File: src/rtl/rsa_modexp_arbiter.sv
// ---------------------------------------------------------------------------
// RsaModexpArbiter: shares one modular-exponentiation engine between two
// requesters: requester 0 (encrypt) and requester 1 (decrypt).
//
// Operation
//   IDLE    : on a request, pick a winner and latch its m/e plus the shared n.
//             A lone request wins. When both request, the one not granted
//             last time wins (round-robin).
//   BUSY    : eng_compute is held high and the latched operands stay stable
//             until eng_done arrives.
//   RELEASE : one cycle with eng_compute low, then back to IDLE.
//
// Ports
//   clk, reset            rising-edge clock, asynchronous active-high reset
//   req0/req1             level requests
//   m0/e0, m1/e1, n       operands per requester and the shared modulus
//   done0/done1           one-cycle completion pulse per requester
//   res0/res1             per-requester result registers
//   err0/err1             timeout flag, valid together with done
//   eng_compute           start/hold level to the engine
//   eng_M/eng_e/eng_n     latched operands to the engine
//   eng_C, eng_done       engine result and completion
//   busy, grant           busy outside IDLE; index of current/last grant
//
// Configuration macro
//   RSA_ARB_TIMEOUT_EN    when defined, an operation that runs TIMEOUT_CYCLES
//                         BUSY cycles without eng_done is aborted with err=1.
//                         When undefined, BUSY waits forever and err0/err1
//                         are tied low.
// ---------------------------------------------------------------------------
module rsa_modexp_arbiter #(
    parameter int WIDTH          = 32,
    parameter int TIMEOUT_CYCLES = 65535
) (
    input  logic             clk,
    input  logic             reset,
    input  logic             req0,
    input  logic             req1,
    input  logic [WIDTH-1:0] m0,
    input  logic [WIDTH-1:0] e0,
    input  logic [WIDTH-1:0] m1,
    input  logic [WIDTH-1:0] e1,
    input  logic [WIDTH-1:0] n,
    output logic             done0,
    output logic             done1,
    output logic [WIDTH-1:0] res0,
    output logic [WIDTH-1:0] res1,
    output logic             err0,
    output logic             err1,
    output logic             eng_compute,
    output logic [WIDTH-1:0] eng_M,
    output logic [WIDTH-1:0] eng_e,
    output logic [WIDTH-1:0] eng_n,
    input  logic [WIDTH-1:0] eng_C,
    input  logic             eng_done,
    output logic             busy,
    output logic             grant
);

    typedef enum logic [1:0] {
        IDLE    = 2'd0,
        BUSY    = 2'd1,
        RELEASE = 2'd2
    } state_t;

    state_t           state_q, state_d;
    logic             lastGrant_q, lastGrant_d;
    logic             grant_q, grant_d;
    logic [WIDTH-1:0] engM_q, engM_d;
    logic [WIDTH-1:0] engE_q, engE_d;
    logic [WIDTH-1:0] engN_q, engN_d;
    logic [WIDTH-1:0] res0_q, res0_d;
    logic [WIDTH-1:0] res1_q, res1_d;
    logic             done0_q, done0_d;
    logic             done1_q, done1_d;
    logic             winner;
    logic             timeoutHit;

    // A tie goes to whoever did not win last time. last_grant comes out of
    // reset as 1, so requester 0 wins the first tie.
    assign winner = (req0 && req1) ? ~lastGrant_q : req1;

`ifdef RSA_ARB_TIMEOUT_EN
    localparam int              CntW      = $clog2(TIMEOUT_CYCLES + 1);
    localparam logic [CntW-1:0] TermCount = CntW'(TIMEOUT_CYCLES - 1);

    logic [CntW-1:0] count_q, count_d;
    logic            err0_q, err0_d;
    logic            err1_q, err1_d;

    // The counter is zero for the first BUSY cycle. The terminal value
    // therefore marks the last allowed BUSY cycle. eng_done in that same
    // cycle still counts as a normal completion.
    always_comb begin
        count_d = count_q;
        if (state_q == IDLE) begin
            count_d = '0;
        end else if (state_q == BUSY) begin
            count_d = count_q + 1'b1;
        end
    end

    assign timeoutHit = (state_q == BUSY) && (count_q == TermCount);
    assign err0_d     = timeoutHit && !eng_done && !grant_q;
    assign err1_d     = timeoutHit && !eng_done && grant_q;

    // Timeout counter and the error flags that travel with done.
    always_ff @(posedge clk or posedge reset) begin
        if (reset) begin
            count_q <= '0;
            err0_q  <= 1'b0;
            err1_q  <= 1'b0;
        end else begin
            count_q <= count_d;
            err0_q  <= err0_d;
            err1_q  <= err1_d;
        end
    end

    assign err0 = err0_q;
    assign err1 = err1_q;
`else
    assign timeoutHit = 1'b0;
    assign err0       = 1'b0;
    assign err1       = 1'b0;
`endif

    // Next state and datapath. Operands are latched only at grant, so
    // requester-side changes during BUSY have no effect. A timeout pulses
    // done but leaves the result register untouched.
    always_comb begin
        state_d     = state_q;
        lastGrant_d = lastGrant_q;
        grant_d     = grant_q;
        engM_d      = engM_q;
        engE_d      = engE_q;
        engN_d      = engN_q;
        res0_d      = res0_q;
        res1_d      = res1_q;
        done0_d     = 1'b0;
        done1_d     = 1'b0;
        case (state_q)
            IDLE: begin
                if (req0 || req1) begin
                    grant_d     = winner;
                    lastGrant_d = winner;
                    engM_d      = winner ? m1 : m0;
                    engE_d      = winner ? e1 : e0;
                    engN_d      = n;
                    state_d     = BUSY;
                end
            end
            BUSY: begin
                if (eng_done) begin
                    if (grant_q) begin
                        res1_d  = eng_C;
                        done1_d = 1'b1;
                    end else begin
                        res0_d  = eng_C;
                        done0_d = 1'b1;
                    end
                    state_d = RELEASE;
                end else if (timeoutHit) begin
                    done0_d = !grant_q;
                    done1_d = grant_q;
                    state_d = RELEASE;
                end
            end
            RELEASE: begin
                state_d = IDLE;
            end
            default: begin
                state_d = IDLE;
            end
        endcase
    end

    // State and datapath registers. Reset clears everything except
    // last_grant, which resets to 1.
    always_ff @(posedge clk or posedge reset) begin
        if (reset) begin
            state_q     <= IDLE;
            lastGrant_q <= 1'b1;
            grant_q     <= 1'b0;
            engM_q      <= '0;
            engE_q      <= '0;
            engN_q      <= '0;
            res0_q      <= '0;
            res1_q      <= '0;
            done0_q     <= 1'b0;
            done1_q     <= 1'b0;
        end else begin
            state_q     <= state_d;
            lastGrant_q <= lastGrant_d;
            grant_q     <= grant_d;
            engM_q      <= engM_d;
            engE_q      <= engE_d;
            engN_q      <= engN_d;
            res0_q      <= res0_d;
            res1_q      <= res1_d;
            done0_q     <= done0_d;
            done1_q     <= done1_d;
        end
    end

    assign eng_compute = (state_q == BUSY);
    assign busy        = (state_q != IDLE);
    assign grant       = grant_q;
    assign eng_M       = engM_q;
    assign eng_e       = engE_q;
    assign eng_n       = engN_q;
    assign res0        = res0_q;
    assign res1        = res1_q;
    assign done0       = done0_q;
    assign done1       = done1_q;

endmodule

File: config.mk
export PLATFORM = sky130hd
export DESIGN_NAME = rsa_modexp_arbiter
export DESIGN_NICKNAME = d
export VERILOG_FILES = /design/src/rtl/rsa_modexp_arbiter.sv
export SDC_FILE = /design/constraint.sdc
export NUM_CORES = 1
export LEC_CHECK = 0
export CAP_MARGIN = 40
export CORE_AREA = 2 2 141 143
export DETAILED_ROUTE_END_ITERATION = 8
export DIE_AREA = 0 0 143 145
export GPL_ROUTABILITY_DRIVEN = 1
export PLACE_DENSITY_LB_ADDON = 0.08
export SETUP_SLACK_MARGIN = 0.05
export SYNTH_ARGS = -nofsm -noshare
export SYNTH_HDL_FRONTEND = slang
export SYNTH_SLANG_ARGS = --single-unit
File: constraint.sdc
create_clock -name clk -period 10.94 [get_ports clk]
set_input_delay 2.188 -clock clk [delete_from_list [all_inputs] [get_ports clk]]
set_output_delay 2.188 -clock clk [all_outputs]
set_load 0.02 [all_outputs]
==> results_dict.tcl, run 1 <==
set metrics [dict create \
    drtPass1Iterations 4 \
    io_pins 364 \
    whs_ns 0.502 \
    cts_root_buffer "clkbuf_16" \
    cts_tree "done" \
    max-cap-violations 0 \
    cts_setup_buffers 0 \
    clk_latency_ns 0.42 \
    cell_internal_pwr_uw 2230 \
    wl_per_cell_um 20.5 \
    cts_max_level 4 \
    area_delta_synth_final_pct 61.8 \
    nNetsFinal 1058 \
    synthTopCellsByArea "dfrtp_1 58%, mux2_2 11%, a2bb2oi_1 6.8%" \
    avgSynthCellArea_um2 13.7 \
    fin_skew_ns 0.00767 \
    drv_slew 0 \
    setup_viol 0 \
    diodes 0 \
    start_util 0.369 \
    die_x_um 143 \
    grt_pass1_vias 6169 \
    vias 5735 \
    cp_max_fo 65 \
    arrival_ns 5.24 \
    p_comb_frac 0.530 \
    crit_path_top_delay_cell "nor2_4" \
    pwr-share-seq 0.313 \
    yosysSeqAreaShare 0.587 \
    drt-vias-per-instance 5.04 \
    place_congestion 0.812 \
    crit_chain "clkdlybuf4s50_1 > nor2_4 > buf_4 > nor2_4 > buf_4 > mux2_2" \
    cts_buffer_depth 2 \
    grt_antenna_before_repair 0 \
    yosysUniqueCellTypes 26 \
    synthCells 517 \
    ir_drop_uv 183 \
    criticalPathCategory "in2reg" \
    numCtsBuffers 17 \
    p_leak_uw 0.00471 \
    yosysTopAreaCellShare 0.583 \
    port_buffers 361 \
    place_ws_ns 5.57 \
    ys_warn_count 0 \
    drt_iter0_markers 269 \
    cts_resized 0 \
    wl_mm 23.3 \
    hold_viol 0 \
    route.detailed.drc 0 \
    drive_gt1_frac 0.181 \
    max_freq_mhz 202 \
    dp_hpwl_mm 16.7 \
    ctsHoldBuffers 0 \
    cp-start-kind "input pin" \
    clkTransAtPathRegs_ns 0.06 \
    clock_sinks 166 \
    syn_area_mm2 0.00708 \
    ys_ff_latch 166 \
    end_kind "flop" \
    powerDensity_mw_per_mm2 310 \
    slowest_delay_ns 0.80 \
    min_period_ns 4.94 \
    die_area_mm2 0.0207 \
    rows 51 \
    grt_max_degree 68 \
    path_buf_inv 3 \
    worst_pin_slew_ns 0.934 \
    p_switching_uw 1330 \
    globalRouteOverflowTotal 0 \
    required_ns 11.25 \
    grt_usage 0.224 \
    clkPwrFrac 0.158 \
    outcome "complete, no violations" \
    hold_class "reg2reg" \
    grt_pass1_wl_mm 35.8 \
    setup_ws_ns 6.00 \
    fp.dieH_um 145 \
    fin_crit_sh 0.451 \
    core_area_mm2 0.0192 \
    ant_nets 0 \
    synth_top_area_cell "dfrtp_1" \
    final.setup.tns_ns 0 \
    swShare 0.373 \
    cp_top_family "buffers and inverters" \
    rsz0062_at_grt "no" \
    slew-limit-headroom 0.376 \
]
## registers in the layout (all words and copies together) (netlist names)
register     cells
done0            1
done1            1
eng_M           32
eng_e           32
eng_n           32
grant            1
lastGrant_q      1
res0            32
res1            32
state_q          2
## layer usage
metal,share of wire,track usage,up-vias
met5,0,0,-
met4,0.040,0.106,0
met3,0.084,0.0680,55
li1,-,-,2586
met2,0.49,0.374,273
met1,0.38,0.261,2821
## layout make-up
cell class | count | area (um^2)
well taps | 265 | 332
clock inverters | 13 | 96.3
repair buffers | 371 | 3750
clock buffers | 19 | 453
fillers | 1568 | 7750
inverters | 3 | 16.3
multi-input cells | 302 | 2660
flip-flops and latches | 166 | 4160
## cells in the mapped netlist, drive strengths merged
master   instances
a211oi          64
a21bo            1
a21boi           1
a21o             1
a2bb2oi         64
and2b            1
and3b            1
buf             42
clkbuf           5
conb             1
dfrtp          165
dfstp            1
inv              3
mux2            98
nand2           65
nor2             2
nor2b            1
or2              1
## layout by cell type, fill, tap and decap left out, drive strengths merged, types with 2 or more instances in the layout
master	instances
a211oi	64
nor2	2
dfrtp	165
inv	8
nand2	65
conb	2
buf	10
mux2	98
clkinvlp	2
clkbuf	19
a2bb2oi	64
clkdlybuf4s50	361
clkinv	6
## logic make-up after synthesis
logic type | count (synthesis) | share of synthesized area
AO/OA/AOI/OAI | 131 | 0.158
buffers and inverters | 50 | 0.0408
flip-flops | 166 | 0.587
multiplexers | 98 | 0.171
other | 1 | 0.000529
AND/OR/NAND/NOR | 71 | 0.0424
## worst paths after layout
path | startpoint | endpoint | slack (ns) | cells past startpoint
worst max-delay path | req0 | eng_n[14]$_DFFE_PP0P_ | 6.00 | 6
worst min-delay path | res1[19]$_DFFE_PP0P_ | res1[19]$_DFFE_PP0P_ | 0.50 | 1
worst max register to register | state_q[0]$_DFFE_PP0P_ | eng_n[14]$_DFFE_PP0P_ | 7.72 | 5
worst min register to register | res1[19]$_DFFE_PP0P_ | res1[19]$_DFFE_PP0P_ | 0.50 | 1
max in group asynchronous | reset | res1[9]$_DFFE_PP0P_ | 7.52 | 5
min in group asynchronous | reset | res1[28]$_DFFE_PP0P_ | 2.11 | 2
## power groups by stage
stage          clock, uW  sequential (uW)  combinational, uW
5_1_grt              604             1150               1980
2_1_floorplan          0             1470                666
6_report             560             1110               1880
3_3_place_gp           0             1100               1850
4_1_cts              578             1110               1900
3_5_place_dp           0             1120               1900
## per-stage QoR
step | cells | area, um^2 | power [uW] | utilization
global placement | 1104 | 10800 | 2960 | 0.564
finish | 1139 | 11500 | 3550 | 0.597
floorplan | 518 | 7090 | 2140 | -
global route | 1139 | 11500 | 3740 | 0.597
detailed placement | 1107 | 10900 | 3020 | 0.568
CTS | 1139 | 11500 | 3600 | 0.597
Note: power is estimated with default switching activity, not from simulation.
==> run 2, diff against run 1 <==
==> constraint.sdc (replaced) <==
create_clock -name clk -period 5 [get_ports clk]
set_input_delay 1 -clock clk [delete_from_list [all_inputs] [get_ports clk]]
set_output_delay 1 -clock clk [all_outputs]
set_load 0.02 [all_outputs]
==> run 2 against run 1 <==
  * Clock skew is 0.0063 ns higher
  * Cell count is 0.26% lower
  * Setup slack worse by 4.3 ns
  * Critical endpoint is now busy
==> results_dict.tcl, run 2 (synthesis results as in run 1) <==
set metrics [dict create \
    outcome "complete, no violations" \
    slew-limit-headroom 0.417 \
    hold_viol 0 \
    grt_antenna_before_repair 0 \
    die_x_um 143 \
    fp.dieH_um 145 \
    area_delta_synth_final_pct 61.2 \
    cts_max_level 4 \
    cts_buffer_depth 2 \
    rows 51 \
    use_met2 0.361 \
    route.detailed.drc 0 \
    diodes 0 \
    place_congestion 0.784 \
    arrival_ns 2.26 \
    cts_tree "done" \
    grt_pass1_wl_mm 34.7 \
    rsz0062_at_grt "no" \
    criticalPathCategory "reg2out" \
    path_buf_inv 2 \
    grt_max_degree 136 \
    cp_max_fo 66 \
    required_ns 4.00 \
    wl_mm 22.6 \
    grt_use_met1 0.255 \
    clkTransAtPathRegs_ns 0.07 \
    instances_no_fill 1136 \
    fin_skew_ns 0.0140 \
    ant_nets 0 \
    ir_drop_uv 415 \
    globalRouteOverflowTotal 0 \
    placed_cells 1104 \
    grt.busiest_layer "met2" \
    port_buffers 361 \
    worst_pin_slew_ns 0.872 \
    cts_root_buffer "clkbuf_16" \
    final_common_cell "clkdlybuf4s50_1" \
    drtPass1Iterations 4 \
    fin_crit_sh 0.652 \
    min_period_ns 3.26 \
    powerDensity_mw_per_mm2 684 \
    core_area_mm2 0.0192 \
    crit_chain "or2_2 > buf_4 > clkdlybuf4s50_1" \
    cts_resized 0 \
    dp_hpwl_mm 15.9 \
    final.setup.tns_ns 0 \
    nNetsFinal 1055 \
    drt-vias-per-instance 4.92 \
    hold_class "reg2reg" \
    die_area_mm2 0.0207 \
    clk_latency_ns 0.43 \
    grt_pass1_vias 5981 \
    crit_path_top_delay_cell "clkdlybuf4s50_1" \
    seqCellArea_mm2 0.00416 \
    numCtsBuffers 17 \
    drv_slew 0 \
    grt_usage 0.218 \
    clock_sinks 166 \
    io_pins 364 \
    cp_top_family "buffers and inverters" \
    cts_setup_buffers 0 \
    setup_viol 0 \
    end_kind "output pin" \
    max_freq_mhz 307 \
    cp-start-kind "flop" \
    slowest_delay_ns 0.74 \
    grt_use_met3 0.0805 \
    p_leak_uw 0.00468 \
    start_util 0.369 \
    vias 5590 \
    fillCellCount 1540 \
    drt_iter0_markers 268 \
    max-cap-violations 0 \
    multi_input_area_mm2 0.00266 \
    final_cell_mix "361 x clkdlybuf4s50_1, 165 x dfrtp_1, 69 x mux2_2, 64 x nand2_1, 64 x a211oi_1" \
    ctsHoldBuffers 0 \
    wl_per_cell_um 19.9 \
    drive_gt1_frac 0.176 \
]
[run 2: changes by cell type in the layout (fill, tap and decap cells not counted), sizes merged]
| cell | change |
|---|---|
| buf | -3 |
| bufinv | +1 |
| clkinv | -4 |
| clkinvlp | +1 |
| inv | +2 |
[run 2: power breakdown]
group / internal, uW / switching [uW] / total [uW]
Combinational: 2170 / 1940 / 4100
Clock: 704 / 587 / 1290
Sequential: 2030 / 386 / 2420
[run 2: per-layer routing]
layer	vias to the layer above	part of all wire	wire length, um
li1	2576	-	-
met1	2727	0.39	8840
met2	253	0.49	11100
met3	34	0.092	2090
met4	0	0.027	605
met5	-	0	0
[run 2: path summary, 6_finish.rpt]
| check | startpoint | to | slack, ns | depth (start not counted) |
|---|---|---|---|---|
| worst max-delay path | state_q[1]$_DFFE_PP0P_ | busy | 1.74 | 3 |
| worst min-delay path | res1[24]$_DFFE_PP0P_ | res1[24]$_DFFE_PP0P_ | 0.50 | 1 |
| worst max register to register | state_q[0]$_DFFE_PP0P_ | eng_n[9]$_DFFE_PP0P_ | 2.32 | 5 |
| worst min register to register | res1[24]$_DFFE_PP0P_ | res1[24]$_DFFE_PP0P_ | 0.50 | 1 |
| max in group asynchronous | reset | eng_M[24]$_DFFE_PP0P_ | 2.81 | 3 |
| min in group asynchronous | reset | res1[28]$_DFFE_PP0P_ | 1.03 | 2 |
[run 2: cell type report]
class,count,area share
sequential,166,0.364
clock buffer,19,0.0379
tap,265,0.0290
clock inverter,13,0.0119
timing repair buffer,368,0.323
inverter,3,0.00131
multi-input combinational,302,0.233
[run 2: through the flow]
step	power (uW)	utilization	hold slack [ns]	setup slack (ns)	cell area, um^2
floorplan	4670	-	0.569	1.89	7090
global placement	6480	0.565	0.489	1.68	10900
detailed placement	6570	0.565	0.492	1.65	10900
CTS	7910	0.595	0.509	1.73	11400
global route	8210	0.595	0.517	1.62	11400
finish	7810	0.595	0.502	1.74	11400
